### src/rtl/apb_requester_bridge.sv
// APB requester bridge: takes a single-cycle request packet, runs one APB
// transfer (SETUP then ACCESS until PREADY or timeout) and reports the
// completion with one-cycle pulses. Every output comes straight from a flop.
//
// Handshake: H_Valid is a one-cycle pulse that is accepted only in IDLE; a
// pulse in any other state is discarded and flagged on Drop_Err one cycle
// later. There is no back-pressure signal. A completion is a one-cycle pulse
// on Bridge_Ready (write) or Bridge_Rd_Valid (read), with Bridge_Err alongside.
module apb_requester_bridge #(
   parameter int unsigned TIMEOUT_CYCLES = 16
) (
   input  logic        HCLK,
   input  logic        RESETn,
   input  logic [40:0] Packet_In,
   input  logic        H_Valid,
   output logic        Bridge_Ready,
   output logic        Bridge_Rd_Valid,
   output logic [31:0] Bridge_Rd_Data,
   output logic        Bridge_Err,
   output logic        Drop_Err,
   output logic        PSEL,
   output logic        PENABLE,
   output logic        PWRITE,
   output logic [7:0]  PADDR,
   output logic [31:0] PWDATA,
   input  logic [31:0] PRDATA,
   input  logic        PREADY,
   input  logic        PSLVERR,
   output logic [1:0]  dbg_state_o
);

   typedef enum logic [1:0] {
      IDLE   = 2'd0,
      SETUP  = 2'd1,
      ACCESS = 2'd2,
      RESP   = 2'd3
   } state_t;

   // Counter is compared one bit wider so the incremented value never wraps
   // before it is checked against the limit.
   localparam logic [8:0] TO_LIMIT = 9'(TIMEOUT_CYCLES);

   state_t      state_q, state_d;
   logic [7:0]  cnt_q, cnt_d;
   logic [8:0]  cnt_inc;
   logic [7:0]  paddr_q, paddr_d;
   logic [31:0] pwdata_q, pwdata_d;
   logic        pwrite_q, pwrite_d;
   logic        psel_q, psel_d;
   logic        penable_q, penable_d;
   logic [31:0] rd_data_q, rd_data_d;
   logic        ready_q, ready_d;
   logic        rd_valid_q, rd_valid_d;
   logic        berr_q, berr_d;
   logic        drop_q, drop_d;
   logic        xfer_err;

   assign cnt_inc = {1'b0, cnt_q} + 9'd1;

   // Next-state logic; output flops are loaded from the state being entered
   // so that PSEL/PENABLE/pulses line up with the registered state.
   always_comb begin
      state_d   = state_q;
      cnt_d     = cnt_q;
      paddr_d   = paddr_q;
      pwdata_d  = pwdata_q;
      pwrite_d  = pwrite_q;
      rd_data_d = rd_data_q;
      xfer_err  = 1'b0;
      drop_d    = H_Valid && (state_q != IDLE);

      case (state_q)
         IDLE: begin
            if (H_Valid) begin
               pwrite_d = Packet_In[40];
               pwdata_d = Packet_In[39:8];
               paddr_d  = Packet_In[7:0];
               state_d  = SETUP;
            end
         end
         SETUP: begin
            cnt_d   = 8'd0;
            state_d = ACCESS;
         end
         ACCESS: begin
            if (PREADY) begin
               // A ready completer wins over a timeout reached this cycle.
               xfer_err = PSLVERR;
               if (!pwrite_q) begin
                  rd_data_d = PRDATA;
               end
               state_d = RESP;
            end else begin
               cnt_d = cnt_inc[7:0];
               if ((TO_LIMIT != 9'd0) && (cnt_inc == TO_LIMIT)) begin
                  xfer_err = 1'b1;
                  if (!pwrite_q) begin
                     rd_data_d = 32'h0000_0000;
                  end
                  state_d = RESP;
               end
            end
         end
         RESP: begin
            state_d = IDLE;
         end
         default: begin
            state_d = IDLE;
         end
      endcase

      psel_d     = (state_d == SETUP) || (state_d == ACCESS);
      penable_d  = (state_d == ACCESS);
      ready_d    = (state_d == RESP) && pwrite_q;
      rd_valid_d = (state_d == RESP) && !pwrite_q;
      berr_d     = (state_d == RESP) && xfer_err;
   end

   // State and output registers; reset clears everything asynchronously.
   always_ff @(posedge HCLK or negedge RESETn) begin
      if (!RESETn) begin
         state_q    <= IDLE;
         cnt_q      <= 8'd0;
         paddr_q    <= 8'd0;
         pwdata_q   <= 32'd0;
         pwrite_q   <= 1'b0;
         psel_q     <= 1'b0;
         penable_q  <= 1'b0;
         rd_data_q  <= 32'd0;
         ready_q    <= 1'b0;
         rd_valid_q <= 1'b0;
         berr_q     <= 1'b0;
         drop_q     <= 1'b0;
      end else begin
         state_q    <= state_d;
         cnt_q      <= cnt_d;
         paddr_q    <= paddr_d;
         pwdata_q   <= pwdata_d;
         pwrite_q   <= pwrite_d;
         psel_q     <= psel_d;
         penable_q  <= penable_d;
         rd_data_q  <= rd_data_d;
         ready_q    <= ready_d;
         rd_valid_q <= rd_valid_d;
         berr_q     <= berr_d;
         drop_q     <= drop_d;
      end
   end

   assign PSEL            = psel_q;
   assign PENABLE         = penable_q;
   assign PWRITE          = pwrite_q;
   assign PADDR           = paddr_q;
   assign PWDATA          = pwdata_q;
   assign Bridge_Ready    = ready_q;
   assign Bridge_Rd_Valid = rd_valid_q;
   assign Bridge_Rd_Data  = rd_data_q;
   assign Bridge_Err      = berr_q;
   assign Drop_Err        = drop_q;
   assign dbg_state_o     = state_q;

endmodule

### config.mk
export PLATFORM = sky130hd
export DESIGN_NAME = apb_requester_bridge
export DESIGN_NICKNAME = d
export VERILOG_FILES = /design/src/rtl/apb_requester_bridge.sv
export SDC_FILE = /design/constraint.sdc
export NUM_CORES = 1
export LEC_CHECK = 0
export ABC_AREA = 1
export BUFFER_PORTS_ARGS = -buffer_cell sky130_fd_sc_hd__buf_2
export CAP_MARGIN = 10
export CORE_MARGIN = 5
export CORE_UTILIZATION = 47
export CTS_BUF_LIST = sky130_fd_sc_hd__clkbuf_16
export CTS_CLUSTER_SIZE = 10
export DETAILED_ROUTE_END_ITERATION = 10
export HOLD_SLACK_MARGIN = 0.03
export PLACE_DENSITY = 0.8
export SETUP_SLACK_MARGIN = 0.3
export SYNTH_ARGS = -nofsm -noshare
export SYNTH_HDL_FRONTEND = slang
export SYNTH_SLANG_ARGS = --single-unit
### constraint.sdc
create_clock -name HCLK -period 2.1 [get_ports HCLK]
set_input_delay 0.21 -clock HCLK [delete_from_list [all_inputs] [get_ports HCLK]]
set_output_delay 0.21 -clock HCLK [all_outputs]
set_load 0.05 [all_outputs]
==> out/metrics.csv <==
metric;value;unit
grt_usage;0.190;
die_y;97.6;um
switching_share;0.515;
r2r_start;cnt_q[0]$_DFFE_PN0P_;
clk_pin_slew;0.06;ns
ant_nets;0;
finalClockSkew;0.00797;ns
clock_sinks;89;
grt_max_degree;51;
dp.cells;579;
total_power;9710;uW
grt_pass1_wl;14.5;mm
synth_area_per_cell;11.2;um^2
final_util;0.658;
die-width;97.6;um
drv_cap;0;
path_max_fanout;3;
synth_cell_types;23;
maxSlewViolCount;0;
diodes;0;
rr_worst_depth;12;
clk_latency;0.33;ns
internal_power;4710;uW
ys_top_cells_by_area;dfrtp_1 (62%), mux2_2 (13%), nand2_1 (10%);
yosysTopAreaCellShare;0.617;
fin_cells;603;
synth.cell_area;3610;um^2
worstMarginPinSlew;0.591;ns
core_area;7610;um^2
synth_cells;323;
cp-start-kind;flop;
ys_warn_count;0;
fmax;519;MHz
hold_start;PRDATA[19];
rsz0062_at_grt;yes;
synth-seq-cells;89;
required;2.36;ns
cts_made_buffers;9;
gp_congestion;0.865;
drt-initial-drc-count;95;
post-route-period-util;0.917;
path_class;flop to flop;
end_kind;flop;
hold_depth;3;
period_needed;1.93;ns
grt_overflow;0;
avgViaCountPerCell;4.83;
power_density;1940;nW/um^2
pwr-share-comb;0.543;
cts_tree;yes;
finalSetupTns;0;ns
dr.pass1.iters;4;
syn_nets;407;
portBuffers;158;
initial_core_util;0.474;
r2r_slack;0.17;ns
grt_pass1_vias;3011;
clockBufferDepth;2;
drive_gt1_frac;0.539;
wirelength;9.26;mm
io_pins;159;
final-hold-violation-count;0;
layout.nets;580;
status;finished clean;
htree_levels;3;
row_count;32;
seq_area_frac_synth;0.617;
vias;2912;
cp_data_arrival_time;2.18;ns
p_switching;5000;uW
setup-violations-final;0;
vdd_drop_max;1.15;mV
relSlewSlack;0.604;
wire_per_inst;15.4;um
clockRootBuffer;clkbuf_16;
clock_power_share;0.154;
p_leak;0.00261;uW
die-area;9530;um^2
min_to;Bridge_Rd_Data[19]$_DFFE_PN0P_;
drc_errors;0;
hold_class;input port to flop;
syn_to_final_growth;38.7;%
pwr-share-seq;0.303;
synth_top_area_cell;dfrtp_1;
antenna_found_initial;0;
r2r_end;Bridge_Err$_DFF_PN0_;
dp_hpwl;6.47;mm
## area by class of cell
type                            instances  area (um^2)
Clock buffer                            9          225
Timing Repair Buffer                  171          926
Sequential cell                        89         2230
Multi-Input combinational cell        206         1370
Tap cell                              102          128
Inverter                               19         71.3
Clock inverter                          7         53.8
Fill cell                             607         2600
## how the worst max path moves through the flow
stage / start / endpoint / slack [ns] / cells after the start
global route: cnt_q[0]$_DFFE_PN0P_ / Bridge_Err$_DFF_PN0_ / 0.04 / 12
finish: cnt_q[0]$_DFFE_PN0P_ / Bridge_Err$_DFF_PN0_ / 0.17 / 12
global placement: cnt_q[0]$_DFFE_PN0P_ / Bridge_Err$_DFF_PN0_ / 0.22 / 13
detailed placement: cnt_q[0]$_DFFE_PN0P_ / Bridge_Err$_DFF_PN0_ / 0.10 / 12
floorplan: cnt_q[0]$_DFFE_PN0P_ / Bridge_Err$_DFF_PN0_ / 0.31 / 13
CTS: cnt_q[0]$_DFFE_PN0P_ / Bridge_Err$_DFF_PN0_ / 0.21 / 12
## placed cells by master, fill, tap and decap left out, types with 2 or more instances in the layout
cell | Yosys | layout
nand3_2 | 2 | 3
inv_6 | 0 | 3
buf_12 | 0 | 2
o21ai_0 | 5 | 5
a21oi_1 | 3 | 2
buf_4 | 0 | 9
nand3_1 | 5 | 3
dfrtp_1 | 89 | 85
nor2_1 | 12 | 9
buf_6 | 3 | 2
inv_1 | 19 | 19
nand2_2 | 20 | 23
xor2_1 | 2 | 2
o21ai_1 | 2 | 2
nand2_8 | 0 | 2
clkbuf_16 | 0 | 9
nor2_2 | 1 | 3
ha_1 | 6 | 4
ha_4 | 0 | 2
mux2_2 | 41 | 41
clkinvlp_4 | 0 | 2
nand2_1 | 99 | 95
dfrtp_2 | 0 | 4
buf_2 | 0 | 157
## sequential cells by signal, summed over array words and instances, names as in the netlist
| signal | count |
|---|---|
| Bridge_Rd_Data | 32 |
| PWDATA | 32 |
| PADDR | 8 |
| cnt_q | 8 |
| dbg_state_o | 2 |
| Bridge_Err | 1 |
| Bridge_Rd_Valid | 1 |
| Bridge_Ready | 1 |
| Drop_Err | 1 |
| PENABLE | 1 |
| PSEL | 1 |
| PWRITE | 1 |
## layer usage
| metal | vias to the layer above | track usage | part of all wire |
|---|---|---|---|
| met5 | - | 0 | 0 |
| met4 | 0 | 0.0958 | 0.031 |
| met3 | 23 | 0.0373 | 0.054 |
| met2 | 99 | 0.335 | 0.53 |
| met1 | 1417 | 0.220 | 0.38 |
| li1 | 1373 | - | - |
## logic make-up (layout without fill, tap and decap cells)
| kind of cell | Yosys count | count (layout) | share of synthesized area |
|---|---|---|---|
| AND/OR/NAND/NOR | 142 | 143 | 0.170 |
| XOR/XNOR | 2 | 2 | 0.00486 |
| multiplexers | 41 | 41 | 0.128 |
| AO/OA/AOI/OAI | 14 | 14 | 0.0222 |
| buffers and inverters | 29 | 206 | 0.0364 |
| adder cells (fa/ha/maj) | 6 | 6 | 0.0208 |
| flip-flops | 89 | 89 | 0.617 |
## synth_stat cells
cell type   n
buf_6       3
o211ai_1    1
nand3_1     5
mux2_2     41
nand2_1    99
nor2_2      1
a21oi_1     3
ha_1        6
nor3_1      2
nand2_2    20
inv_1      19
xor2_1      2
o21ai_0     5
buf_1       4
dfrtp_1    89
nand2_4     1
o31ai_1     1
nand3_2     2
clkbuf_1    3
o21ai_1     2
o32ai_1     1
o22ai_1     1
nor2_1     12
## through the flow
step / setup slack [ns] / cell area, um^2 / hold slack (ns)
after detailed placement: 0.100 / 4550 / 0.219
after floorplan: 0.309 / 3620 / -0.0856
after global routing: 0.0430 / 5000 / 0.0808
after CTS: 0.211 / 4890 / 0.0678
after global placement: 0.218 / 4550 / 0.213
final: 0.175 / 5000 / 0.0748
## power groups by stage
stage               Sequential [uW]  Combinational, uW  Clock [uW]
floorplan                      5550               1180           0
global placement               2910               4970           0
detailed placement             2950               5080           0
CTS                            2930               5180        1520
global route                   3050               5550        1610
finish                         2950               5270        1490
## worst max-delay path: stages, from the launching register on
cell and delay [ns]:
dfrtp_1 0.40, ha_4 0.17, nand3_2 0.08, o21ai_1 0.14, nand2_1 0.10, nor2_2 0.14
nand3_2 0.13, nand2_2 0.12, nand2_4 0.06, a21oi_4 0.15, ha_4 0.15, o211ai_1 0.08
a21oi_1 0.13
## timing repair
item	in CTS	in global routing
gates resized for setup	4	20
buffers inserted	4	2
endpoints found under the hold margin	39	0
setup endpoints to repair	37	46
gates cloned	0	1
pin swaps	7	12
hold buffers	1	0
Power figures use the tool's default switching activity.
